### src/rtl/hart_scheduler.sv
`default_nettype none
// ============================================================================
// hart_scheduler : round-robin barrel-thread issue scheduler, one PC per hart
// Revision 1.0
// ============================================================================
module hart_scheduler #(
  parameter int unsigned              NUM_HARTS     = 4,
  parameter int unsigned              HART_ID_WIDTH = 2,
  parameter int unsigned              ADDRESS_WIDTH = 32,
  parameter logic [ADDRESS_WIDTH-1:0] RESET_PC      = '0,
  parameter int unsigned              PC_STRIDE     = 4
) (
  input  logic                     clk,
  input  logic                     rst,
  input  logic [NUM_HARTS-1:0]     hart_en_i,
  input  logic [NUM_HARTS-1:0]     block_set_i,
  input  logic [NUM_HARTS-1:0]     block_clr_i,
  input  logic                     redirect_valid_i,
  input  logic [HART_ID_WIDTH-1:0] redirect_hart_i,
  input  logic [ADDRESS_WIDTH-1:0] redirect_pc_i,
  input  logic                     issue_ready_i,
  output logic                     issue_valid_o,
  output logic [HART_ID_WIDTH-1:0] issue_hart_o,
  output logic [ADDRESS_WIDTH-1:0] issue_pc_o,
  output logic [NUM_HARTS-1:0]     hart_blocked_o
);

  localparam logic [ADDRESS_WIDTH-1:0] c_pc_stride = ADDRESS_WIDTH'(PC_STRIDE);

  logic [ADDRESS_WIDTH-1:0] pc_q [NUM_HARTS];
  logic [NUM_HARTS-1:0]     blocked_q;
  logic [NUM_HARTS-1:0]     blocked_d;
  logic [HART_ID_WIDTH-1:0] rr_ptr_q;
  logic                     issue_valid_q;
  logic [HART_ID_WIDTH-1:0] issue_hart_q;
  logic [ADDRESS_WIDTH-1:0] issue_pc_q;

  logic [NUM_HARTS-1:0]     w_elig;
  logic [HART_ID_WIDTH-1:0] w_sel;
  logic                     w_found;
  logic                     w_adv;

  // A hart being redirected this cycle sits out so its stale PC is never issued.
  always_comb begin
    w_elig = '0;
    for (int i = 0; i < NUM_HARTS; i++) begin
      w_elig[i] = hart_en_i[i] & ~blocked_q[i] &
                  ~(redirect_valid_i && (redirect_hart_i == HART_ID_WIDTH'(i)));
    end
  end

  always_comb begin
    logic [HART_ID_WIDTH-1:0] idx;
    idx     = '0;
    w_sel   = '0;
    w_found = 1'b0;
    for (int k = 0; k < NUM_HARTS; k++) begin
      idx = rr_ptr_q + HART_ID_WIDTH'(k);
      if (!w_found && w_elig[idx]) begin
        w_found = 1'b1;
        w_sel   = idx;
      end
    end
  end

  assign w_adv     = ~issue_valid_q | issue_ready_i;
  assign blocked_d = ((blocked_q | block_set_i) & ~block_clr_i) | (block_set_i & block_clr_i);

  always_ff @(posedge clk) begin
    if (rst) begin
      for (int i = 0; i < NUM_HARTS; i++) pc_q[i] <= RESET_PC;
      blocked_q     <= '0;
      rr_ptr_q      <= '0;
      issue_valid_q <= 1'b0;
      issue_hart_q  <= '0;
      issue_pc_q    <= '0;
    end else begin
      blocked_q <= blocked_d;
      if (w_adv) begin
        issue_valid_q <= w_found;
        if (w_found) begin
          issue_hart_q <= w_sel;
          issue_pc_q   <= pc_q[w_sel];
          pc_q[w_sel]  <= pc_q[w_sel] + c_pc_stride;
          rr_ptr_q     <= w_sel + HART_ID_WIDTH'(1);
        end
      end
      // Redirect is written last so it beats the increment.
      if (redirect_valid_i) pc_q[redirect_hart_i] <= redirect_pc_i;
    end
  end

  assign issue_valid_o  = issue_valid_q;
  assign issue_hart_o   = issue_hart_q;
  assign issue_pc_o     = issue_pc_q;
  assign hart_blocked_o = blocked_q;

endmodule
`default_nettype wire

### config.mk
export PLATFORM = sky130hd
export DESIGN_NAME = hart_scheduler
export DESIGN_NICKNAME = d
export VERILOG_FILES = /design/src/rtl/hart_scheduler.sv
export SDC_FILE = /design/constraint.sdc
export NUM_CORES = 1
export LEC_CHECK = 0
export CORE_AREA = 8 8 133 135
export DETAILED_ROUTE_END_ITERATION = 10
export DIE_AREA = 0 0 141 143
export PLACE_DENSITY_LB_ADDON = 0.05
export SYNTH_ARGS = -nofsm -noshare
export SYNTH_HDL_FRONTEND = slang
export SYNTH_SLANG_ARGS = --single-unit
### constraint.sdc
create_clock -name clk -period 8.6 [get_ports clk]
set_clock_uncertainty 0.05 [all_clocks]
set_input_delay 1.72 -clock clk [delete_from_list [all_inputs] [get_ports clk]]
set_output_delay 1.72 -clock clk [all_outputs]
set_load 0.005 [all_outputs]
==> out/results.md <==
| Stage | Item | Value |
|---|---|---|
| status | Status | finished clean |
| floorplanning | Effective utilization at floorplan | 0.541 |
| floorplanning | Floorplan die area | 0.0202 mm^2 |
| worst setup path | Peak fanout along the critical path | 23 |
| route | Count of routing violations after the opening detailed-route iteration | 797 |
| route | Met3 routed WL | 1560 um |
| route | Number of remaining DRC errors | 0 |
| route | Final Routed Wirelength | 23800 um |
| power | Cell internal pwr | 1.64 mW |
| cells and area | Commonest non-fill, non-tap cell in the layout | sky130_fd_sc_hd__nand2_1 |
| timing | Shortest clock period the worst path allows after layout | 6.36 ns |
| yosys | Syn Nets | 863 |
| floorplanning | Cell Rows | 46 |
| worst setup path | Data required, critical path | 8.69 ns |
| timing | Slew Limit Fails | 0 |
| clocking | Post-CTS sizing | 0 |
| power | Power density cells | 230 mW/mm^2 |
| yosys | Proportion of netlist area held by the largest area contributor | 0.455 |
| route | Number of vias per cell | 6.01 |
| route | Detailed-routed wire length on met2 | 12000 um |
| grt | Global-route wire length before repair | 36900 um |
| yosys | Mapped cell area | 0.00844 mm^2 |
| min path | Worst min path class | register to register |
| placed design | Total instance count after detailed placement | 1081 |
| route | Uppermost routed layer | met4 |
| timing | Slew of the pin with the lowest slew margin | 1.20 ns |
| placed design | Estimated wirelength of the detail-placed design | 14600 um |
| cells and area | Net count reported at finish | 935 |
| floorplanning | Floorplan core area | 0.0156 mm^2 |
| grt | Total grt overflow | 0 |
| clocking | Setup bufs post-CTS | 0 |
| cells and area | Commonest cells after routing, fill and taps aside | sky130_fd_sc_hd__nand2_1, sky130_fd_sc_hd__edfxtp_1, sky130_fd_sc_hd__clkdlybuf4s50_1, sky130_fd_sc_hd__mux2i_1, sky130_fd_sc_hd__o21ai_0 |
| power | Maximum resistive drop on vdd | 0.140 mV |
| grt | Pin count of the biggest net entering global routing | 53 |
| yosys | Area contributors post-synth | sky130_fd_sc_hd__edfxtp_1, sky130_fd_sc_hd__dfxtp_1, sky130_fd_sc_hd__mux2i_1 |
| power | Static leakage power | 3.83 nW |
| placed design | Routability-driven placement congestion ratio | 0.892 |
| timing | Endpoints failing hold | 0 |
| floorplanning | Number of top-level pins | 89 |
| timing | Unrepaired setup endpoints after global routing | false |
| worst setup path | Worst flop-to-flop path startpoint | hart_blocked_o[0]$_SDFF_PP0_ |
| power | Tot Pwr | 2.32 mW |
| yosys | Syn avg cell area | 10.4 um^2 |
| cells and area | Antenna cells | 0 |
| clocking | Cts-stage hold buffer count | 0 |
| timing | Setup violations, final | 0 |
| placed design | Post-placement setup slack | 1.86 ns |
| worst setup path | Kind of critical path | input pin to register |
| min path | Startpoint of the lowest-slack hold path | issue_pc_o[12]$_SDFFE_PP0P_ |
| worst setup path | Data arrival, critical path | 6.46 ns |
| route | First-pass DRT Iterations | 7 |
| timing | Post-layout worst setup margin | 2.24 ns |
| worst setup path | Startpoint class of the critical path | input pin |
| route | Wire length the detailed router placed on met1 | 9910 um |
| timing | Maximum achievable frequency | 157 MHz |
| worst setup path | Crit Reg-Reg Endpoint | pc_q[3][25]$_DFFE_PP_ |
| worst setup path | Worst-case register-to-register setup slack | 3.97 ns |
| clocking | Clock tree root buffer cell | sky130_fd_sc_hd__clkbuf_16 |
| placed design | Count of buffers from port buffering | 88 |
| clocking | Clock network latency to the later pin of the worst-skew pair | 0.43 ns |
| yosys | Top cell type by total area after synthesis | sky130_fd_sc_hd__edfxtp_1 |
| power | Part of the total power dissipated in combinational logic | 0.234 |
| timing | Worst slew margin | 0.194 |
| yosys | Post-synthesis async set-or-reset flop share | 0 |
| route | Via total after detailed routing | 6692 |
| route | Wire per inst | 21.4 um |
| min path | Hold path endpoint | issue_pc_o[12]$_SDFFE_PP0P_ |
| yosys | Count of cell types in the netlist | 53 |
| floorplanning | Die X-Extent | 141 um |
| power | Part of the total power dissipated in the clock network | 0.321 |
| cells and area | Count of fill cells added during filler insertion | 1278 |
| worst setup path | Critical path capture point type | register |
| timing | Final cycle utilization of the critical path | 0.740 |
| power | Switching fraction of total power | 0.293 |
| timing | Worst hold slack across all endpoints | 0.405 ns |
| timing | Post-Route Setup TNS | 0 ns |
| route | Routed Antenna Nets | 0 |
| cells and area | Area delta synth->final | 19.5% |
| yosys | Count of state elements after synthesis | 169 |
| clocking | Clock Sink Count | 169 |
| clocking | Reg clk slew, reported paths | 0.06 ns |
| yosys | Synthesized instance count | 812 |
| cells and area | Number of cells in the finished layout apart from fillers | 1113 |
| yosys | Sequential fraction of the synthesis area | 0.553 |
| grt | Total routing usage reported by global routing | 0.237 |
| power | Sequential cell fraction of total power | 0.445 |
| yosys | Most common flop cell mapped by yosys | sky130_fd_sc_hd__edfxtp_1 |
| grt | Initial antenna violation count | 0 |
| clocking | Clock Tree Buf Depth | 2 |
| clocking | TritonCTS clock tree | yes |
| yosys | Number of synthesis warnings | 0 |
| clocking | CTS H-tree depth | 4 |
| yosys | Count of flip-flops with a built-in enable after synthesis | 128 |
| worst setup path | Reg2Reg Depth | 11 |
| clocking | CTS buffer count | 17 |
| cells and area | Share of post-route cells with drive strength above 1 | 0.0736 |
| power | Total net switching power | 0.680 mW |
| min path | Hold-critical path depth | 2 |
| job | Max-cap check violation count | 0 |
| grt | Via count of the first global-routing pass | 6673 |
| floorplanning | Die height | 143 um |
[cell type report]
class	instances	area, um^2	area share
clock inverters	8	98.8	0.00980
repair buffers	103	988	0.0980
flip-flops and latches	169	4660	0.462
well taps	216	270	0.0268
inverters	6	22.5	0.00223
multi-input cells	587	3580	0.355
clock buffers	24	462	0.0458
[synth_stat cells (2+ instances only)]
master	instances
sky130_fd_sc_hd__nand3b_1	4
sky130_fd_sc_hd__and3_1	5
sky130_fd_sc_hd__xnor2_1	10
sky130_fd_sc_hd__o21ai_0	76
sky130_fd_sc_hd__buf_1	6
sky130_fd_sc_hd__a32o_1	2
sky130_fd_sc_hd__mux2i_1	82
sky130_fd_sc_hd__a31o_2	2
sky130_fd_sc_hd__clkbuf_1	34
sky130_fd_sc_hd__a211oi_1	4
sky130_fd_sc_hd__nand4_2	2
sky130_fd_sc_hd__buf_4	3
sky130_fd_sc_hd__o21ai_1	27
sky130_fd_sc_hd__nor2_1	31
sky130_fd_sc_hd__a22o_1	18
sky130_fd_sc_hd__edfxtp_1	128
sky130_fd_sc_hd__inv_1	5
sky130_fd_sc_hd__dfxtp_1	41
sky130_fd_sc_hd__xor2_1	18
sky130_fd_sc_hd__nand4_1	9
sky130_fd_sc_hd__nand2b_1	3
sky130_fd_sc_hd__a22oi_1	2
sky130_fd_sc_hd__nor3b_1	3
sky130_fd_sc_hd__nand2_1	185
sky130_fd_sc_hd__a31oi_1	2
sky130_fd_sc_hd__and2_1	3
sky130_fd_sc_hd__nand3_1	17
sky130_fd_sc_hd__nor2b_1	4
sky130_fd_sc_hd__a32oi_1	2
sky130_fd_sc_hd__nor3_1	5
sky130_fd_sc_hd__buf_6	5
sky130_fd_sc_hd__a21oi_1	45
sky130_fd_sc_hd__mux2i_2	6
sky130_fd_sc_hd__buf_2	2
sky130_fd_sc_hd__or3_1	3
[how the worst max path moves through the flow]
stage / from / end / cells after the start
global placement: redirect_hart_i[0] / pc_q[3][25]$_DFFE_PP_ / 12
finish: redirect_hart_i[1] / pc_q[3][25]$_DFFE_PP_ / 12
global route: redirect_hart_i[0] / pc_q[3][27]$_DFFE_PP_ / 12
floorplan: redirect_hart_i[1] / pc_q[3][0]$_DFFE_PP_ / 9
CTS: redirect_hart_i[1] / pc_q[3][25]$_DFFE_PP_ / 12
detailed placement: redirect_hart_i[1] / pc_q[3][27]$_DFFE_PP_ / 12
[stage by stage]
| step | utilization | cell area (um^2) |
|---|---|---|
| 5_1_grt | 0.647 | 10100 |
| 3_3_place_gp | 0.611 | 9530 |
| 4_1_cts | 0.647 | 10100 |
| 2_1_floorplan | - | 8440 |
| 6_report | 0.647 | 10100 |
| 3_5_place_dp | 0.611 | 9530 |
[kinds of logic after synthesis]
| group | after synthesis | share of synthesized area |
|---|---|---|
| xor+xnor | 28 | 0.0291 |
| compound gates | 185 | 0.125 |
| fa+ha+maj | 1 | 0.00148 |
| simple gates | 283 | 0.151 |
| mux | 90 | 0.110 |
| buf+inv | 56 | 0.0310 |
| flops | 169 | 0.553 |
[registers in the layout (all words and copies together), names as in the netlist]
name	cells
issue_valid_o	1
pc_q	128
hart_blocked_o	4
rr_ptr_q	2
issue_hart_o	2
issue_pc_o	32
[worst max-delay path, stage by stage]
cell	delay, ns
sky130_fd_sc_hd__clkdlybuf4s50_1	0.58
sky130_fd_sc_hd__and3_1	0.49
sky130_fd_sc_hd__o21ai_0	0.24
sky130_fd_sc_hd__o221ai_4	0.83
sky130_fd_sc_hd__buf_4	0.46
sky130_fd_sc_hd__mux2i_1	0.14
sky130_fd_sc_hd__mux2i_2	0.37
sky130_fd_sc_hd__nand4_2	0.27
sky130_fd_sc_hd__nor4_4	0.65
sky130_fd_sc_hd__nand4b_1	0.19
sky130_fd_sc_hd__xor2_1	0.35
sky130_fd_sc_hd__o21ai_1	0.12
[power by group through the flow]
stage / sequential (mW) / combinational [mW] / clock (mW)
2_1_floorplan: 1.04 / 0.341 / 0
3_3_place_gp: 1.04 / 0.529 / 0
3_5_place_dp: 1.05 / 0.539 / 0
4_1_cts: 1.03 / 0.542 / 0.748
5_1_grt: 1.04 / 0.586 / 0.780
6_report: 1.03 / 0.543 / 0.744
[metal layers]
layer / GRT usage / vias up
li1: - / 3078
met1: 0.300 / 3279
met2: 0.409 / 307
met3: 0.0381 / 28
met4: 0.0775 / 0
met5: 0 / -
Power figures use the tool's default switching activity.
